### config.mk
export PLATFORM = sky130hd
export DESIGN_NAME = video_scan_generator
export DESIGN_NICKNAME = d
export VERILOG_FILES = /design/src/rtl/video_scan_generator.sv
export SDC_FILE = /design/constraint.sdc
export NUM_CORES = 1
export LEC_CHECK = 0
export BUFFER_PORTS_ARGS = -buffer_cell sky130_fd_sc_hd__clkbuf_2
export CAP_MARGIN = 20
export CORE_AREA = 2 2 57 72
export DETAILED_ROUTE_END_ITERATION = 6
export DIE_AREA = 0 0 59 74
export PLACE_DENSITY = 0.77
export SETUP_SLACK_MARGIN = 0.05
export SKIP_CTS_REPAIR_TIMING = 1
export SYNTH_ARGS = -nofsm -noshare
export SYNTH_HDL_FRONTEND = slang
export SYNTH_SLANG_ARGS = --single-unit
### constraint.sdc
create_clock -name clock -period 2.1 [get_ports clock]
set_input_delay 0.21 -clock clock [delete_from_list [all_inputs] [get_ports clock]]
set_output_delay 0.21 -clock clock [all_outputs]
set_load 0.03 [all_outputs]
### src/rtl/video_scan_generator.sv
// Raster timing generator with power-of-two coordinate scaling and a strobe-enabled
// control delay line that keeps syncs aligned with a fixed-latency pixel source.
module video_scan_generator #(
    parameter int unsigned DATA_WIDTH    = 8,
    parameter int unsigned H_VISIBLE     = 640,
    parameter int unsigned H_FRONT       = 16,
    parameter int unsigned H_SYNC        = 96,
    parameter int unsigned H_BACK        = 48,
    parameter int unsigned V_VISIBLE     = 480,
    parameter int unsigned V_FRONT       = 10,
    parameter int unsigned V_SYNC        = 2,
    parameter int unsigned V_BACK        = 33,
    parameter logic        H_SYNC_ACTIVE = 1'b0,
    parameter logic        V_SYNC_ACTIVE = 1'b0,
    parameter int unsigned SCALE_SHIFT   = 1,
    parameter int unsigned PIPE_DEPTH    = 2,
    localparam int unsigned H_TOTAL = H_VISIBLE + H_FRONT + H_SYNC + H_BACK,
    localparam int unsigned V_TOTAL = V_VISIBLE + V_FRONT + V_SYNC + V_BACK,
    localparam int unsigned HW      = $clog2(H_TOTAL),
    localparam int unsigned VW      = $clog2(V_TOTAL)
) (
    input  logic                        clock,
    input  logic                        reset,
    input  logic                        pixelStrobe,
    input  logic                        videoEnable,
    output logic [HW-SCALE_SHIFT-1:0]   xCoord,
    output logic [VW-SCALE_SHIFT-1:0]   yCoord,
    output logic                        coordValid,
    input  logic [DATA_WIDTH-1:0]       pixelData,
    output logic [DATA_WIDTH-1:0]       videoData,
    output logic                        hSync,
    output logic                        vSync,
    output logic                        dataEnable,
    output logic                        vBlank,
    output logic                        lineStart,
    output logic                        frameStart
);

    localparam logic [HW-1:0] H_LAST       = HW'(H_TOTAL - 1);
    localparam logic [VW-1:0] V_LAST       = VW'(V_TOTAL - 1);
    localparam int unsigned   H_SYNC_START = H_VISIBLE + H_FRONT;
    localparam int unsigned   H_SYNC_END   = H_VISIBLE + H_FRONT + H_SYNC;
    localparam int unsigned   V_SYNC_START = V_VISIBLE + V_FRONT;
    localparam int unsigned   V_SYNC_END   = V_VISIBLE + V_FRONT + V_SYNC;

    typedef struct packed {
        logic visible;
        logic h_sync;
        logic v_sync;
        logic v_blank;
        logic h_zero;
        logic frame_zero;
    } ctrl_t;

    localparam ctrl_t CTRL_IDLE = '{1'b0, ~H_SYNC_ACTIVE, ~V_SYNC_ACTIVE, 1'b0, 1'b0, 1'b0};

    logic [HW-1:0] h_count;
    logic [VW-1:0] v_count;
    logic [31:0]   h_wide;
    logic [31:0]   v_wide;
    ctrl_t         ctrl_now;
    ctrl_t         ctrl_out;

    // NOTE: sequential state uses non-blocking assignment so every flop samples pre-edge values.
    always_ff @(posedge clock) begin
        if (reset) begin
            h_count <= '0;
            v_count <= '0;
        end else if (pixelStrobe) begin
            if (h_count == H_LAST) begin
                h_count <= '0;
                v_count <= (v_count == V_LAST) ? '0 : v_count + VW'(1);
            end else begin
                h_count <= h_count + HW'(1);
            end
        end
    end

    // Widened copies keep the window comparisons safe when a boundary equals 2^HW.
    assign h_wide     = 32'(h_count);
    assign v_wide     = 32'(v_count);
    assign xCoord     = h_count[HW-1:SCALE_SHIFT];
    assign yCoord     = v_count[VW-1:SCALE_SHIFT];
    assign coordValid = (h_wide < H_VISIBLE) && (v_wide < V_VISIBLE);

    // NOTE: every always_comb output gets a default first, so no path can infer a latch.
    always_comb begin
        ctrl_now            = CTRL_IDLE;
        ctrl_now.visible    = coordValid;
        ctrl_now.h_sync     = (h_wide >= H_SYNC_START && h_wide < H_SYNC_END) ? H_SYNC_ACTIVE
                                                                              : ~H_SYNC_ACTIVE;
        ctrl_now.v_sync     = (v_wide >= V_SYNC_START && v_wide < V_SYNC_END) ? V_SYNC_ACTIVE
                                                                              : ~V_SYNC_ACTIVE;
        ctrl_now.v_blank    = (v_wide >= V_VISIBLE);
        ctrl_now.h_zero     = (h_count == '0);
        ctrl_now.frame_zero = (h_count == '0) && (v_count == '0);
    end

    generate
        if (PIPE_DEPTH == 1) begin : g_direct
            assign ctrl_out = ctrl_now;
        end else begin : g_delay
            ctrl_t pipe [PIPE_DEPTH-1];

            // NOTE: the delay line is a handful of flops, not RAM, so it is reset to idle;
            // otherwise positions from before reset would reach the outputs afterwards.
            always_ff @(posedge clock) begin
                if (reset) begin
                    for (int i = 0; i < int'(PIPE_DEPTH) - 1; i++) pipe[i] <= CTRL_IDLE;
                end else if (pixelStrobe) begin
                    pipe[0] <= ctrl_now;
                    for (int i = 1; i < int'(PIPE_DEPTH) - 1; i++) pipe[i] <= pipe[i-1];
                end
            end

            assign ctrl_out = pipe[PIPE_DEPTH-2];
        end
    endgenerate

    always_ff @(posedge clock) begin
        if (reset) begin
            videoData  <= '0;
            dataEnable <= 1'b0;
            vBlank     <= 1'b0;
            hSync      <= ~H_SYNC_ACTIVE;
            vSync      <= ~V_SYNC_ACTIVE;
            lineStart  <= 1'b0;
            frameStart <= 1'b0;
        end else begin
            // Pulses are rewritten every clock so they drop on strobe-gap cycles.
            lineStart  <= pixelStrobe && ctrl_out.h_zero;
            frameStart <= pixelStrobe && ctrl_out.frame_zero;
            if (pixelStrobe) begin
                videoData  <= (ctrl_out.visible && videoEnable) ? pixelData : '0;
                dataEnable <= ctrl_out.visible;
                vBlank     <= ctrl_out.v_blank;
                hSync      <= ctrl_out.h_sync;
                vSync      <= ctrl_out.v_sync;
            end
        end
    end

endmodule
==> flow_metrics.tcl <==
set metrics [dict create \
    outcome "completed" \
    drtIter0Drc 24 \
    clockRootBuffer "clkbuf_8" \
    final_cell_area_um2 2135 \
    portBuffers 44 \
    cp_num_buf_inv 0 \
    fin_tns_setup_ns 0 \
    cp.required_ns 2.33 \
    drc 0 \
    slowest_delay_ns 0.51 \
    grtUsageTotal_pct 18.30 \
    routed_wl_mm 3.672 \
    htree_levels 2 \
    worst-r2r-cell-count 5 \
    ys_ff_latch 40 \
    placed_cell_area_um2 2024 \
    crit_start "h_count[1]" \
    synth_compound_area_share_pct 10.95 \
    ys_types 41 \
    whs_ns 0.1162 \
    min_period_ns 1.877 \
    synth_top_family_by_area "simple AND/OR/NAND/NOR gates" \
    grt_pass1_wl_mm 5.982 \
    grt-ovfl-total 0 \
    start_util_pct 51.39 \
    routabilityCongestion 0.8170 \
    ant_nets 0 \
    synth_warnings 0 \
    cp_top_family "simple AND/OR/NAND/NOR gates" \
    cts_buffers 5 \
    synth.avg_cell_area_um2 9.678 \
    insertion_delay_ns 0.29 \
    coreArea_um2 3691 \
    area_growth_pct 12.53 \
    ir_drop_v 0.0004051 \
    dp_hpwl_mm 2.691 \
    synth_xor_area_share_pct 4.617 \
    worstReg2RegStart "h_count[1]" \
    clkSlewWorstSetupHoldPaths_ns 0.08 \
    report.final.slew_viol_count 0 \
    r2r_setup_slack_ns 0.22 \
    ys_seq_area_share_pct 45.38 \
    clockBufferDepth 2 \
    die_w_um 59 \
    critPathLaunchType "flop" \
    clock-skew-final_ns 0.004185 \
    arrival_ns 2.10 \
    antenna_found_initial 0 \
    viasPerCell 5.551 \
    dieArea_um2 4366 \
    postSynthCellCount 196 \
    rsz0062_at_grt "false" \
    grt_pass1_vias 1294 \
    r2r_end "v_count[7]" \
    maxCapViolations 0 \
    synthMuxAreaShare_pct 1.649 \
    tightest_slew_ns 0.6862 \
    power_density_nw_per_um2 698.5 \
    synth_fa_ha_area_share_pct 3.298 \
    setup_viol 0 \
    cts_tree "yes" \
    synth.net_count 213 \
    yosys.area_share.simple_pct 23.22 \
    grt_start_max_net_pins 19 \
    clock-sinks 40 \
    pin_count 45 \
    syn_area_um2 1897 \
    critPathCaptureType "flop" \
    vias 1482 \
    cp_cell_sequence "ha_1 -> and4_1 -> nand3_2 -> or4b_1 -> a21oi_1" \
    relSlewSlack_pct 54.08 \
    die_y_um 74 \
    finalHoldViolations 0 \
    drt-wirelength-per-cell_um 13.75 \
    p_leak_nw 0.8874 \
    cp_slowest_cell "or4b_1" \
    rows 25 \
    endpoint "v_count[7]" \
    antennaDiodeCount 0 \
    final_nets 243 \
    path_depth 5 \
    drt-pass1-iter-count 4 \
    fin_crit_sh_pct 89.36 \
    hp-class "in -> reg" \
    fmax_mhz 532.9 \
    drive_gt1_share_pct 27.75 \
    critPathMaxFanout 7 \
    path_class "reg -> reg" \
]
==> how the worst min path moves through the flow <==
stage | start | end | slack [ns] | cells after the start
final | pixelData[3] | videoData[3] | 0.12 | 2
after global routing | pixelData[6] | videoData[6] | 0.11 | 2
after CTS | pixelData[3] | videoData[3] | 0.11 | 2
after detailed placement | pixelData[3] | videoData[3] | 0.42 | 2
after global placement | pixelData[6] | videoData[6] | 0.42 | 2
after floorplan | pixelData[0] | videoData[0] | 0.34 | 1
==> cell usage in the layout (no fill, tap or decap), types with 6 or more instances in the layout <==
cell type,n
clkbuf_2,44
nor2_1,14
xor2_1,7
nand3_1,10
edfxtp_1,6
a22o_1,9
dfxtp_1,34
nor3_1,9
a21oi_1,8
nand2_1,7
inv_1,7
==> layer usage <==
layer  up-vias  track usage [%]  part of all wire [%]
met4         0            8.081                   1.7
met2        32            29.63                    50
met3         7            4.870                   4.0
met5         -                0                     0
met1       698            22.87                    44
li1        745                -                     -
==> state kept, by name, summed over array words and instances, names as in the netlist <==
name / count
g_delay.pipe: 6
frameStart: 1
h_count: 10
hSync: 1
vBlank: 1
vSync: 1
videoData: 8
lineStart: 1
dataEnable: 1
v_count: 10
==> cells in the mapped netlist, drive strengths merged <==
master   number  share of area (%)
a211o         2               0.92
a21o          1               0.40
a21oi         8                2.1
a22o          9                4.2
a41oi         1               0.46
and2          3               0.99
and3          5                1.7
and4          5                2.3
buf          23                8.9
clkbuf        3               0.59
dfxtp        34                 36
edfxtp        6                9.5
ha            5                3.3
inv           7                1.4
mux2          1               0.59
mux2i         2                1.1
nand2         7                1.4
nand2b        1               0.33
nand3        12                3.7
nand4         4                1.6
nor2         14                2.8
nor2b         4                1.3
nor3         10                2.9
nor4          3               0.99
nor4b         1               0.46
o2111ai       1               0.46
o21ai         3               0.79
o21bai        1               0.40
o31ai         2               0.79
o41ai         1               0.46
or3           3               0.99
or4           3                1.2
or4b          1               0.53
xnor2         3                1.4
xor2          7                3.2
==> cells by family after synthesis <==
logic type / after synthesis
buffers and inverters: 33
muxes: 3
xor gates and xnor gates: 10
adders and majority gates: 5
DFF: 40
and+or+nand+nor: 76
AOI/OAI and AO/OA: 29
==> power by group <==
part           internal (W)  leakage [nW]  switching, W
sequential         0.000796         0.338    0.00000924
clock              0.000310        0.0530      0.000286
combinational     0.0000334         0.497     0.0000563
total               0.00114         0.887      0.000352
==> worst register-to-register path, cell delays in order, from the launching register on <==
cell	delay [ns]
dfxtp_1	0.39
ha_1	0.22
and4_1	0.35
nand3_2	0.19
or4b_1	0.51
a21oi_1	0.15
==> layout make-up <==
type                            count  area, um^2
Clock inverter                      2       16.27
Sequential cell                    40       860.8
Timing Repair Buffer               49       257.7
Tap cell                           40       50.05
Fill cell                         349        1556
Inverter                            7       26.28
Multi-Input combinational cell    123       829.5
Clock buffer                        6       93.84
==> stage by stage <==
| stage | setup slack [ns] | total power (W) | instances | utilization [%] |
|---|---|---|---|---|
| 4_1_cts | 0.2217 | 0.001504 | 267 | 57.83 |
| 3_3_place_gp | 0.3266 | 0.0009114 | 259 | 54.85 |
| 6_report | 0.2234 | 0.001491 | 267 | 57.83 |
| 2_1_floorplan | 0.4160 | 0.0008847 | 196 | - |
| 5_1_grt | 0.07377 | 0.001551 | 267 | 57.83 |
| 3_5_place_dp | 0.2462 | 0.0009139 | 259 | 54.85 |
Power figures use the tool's default switching activity.
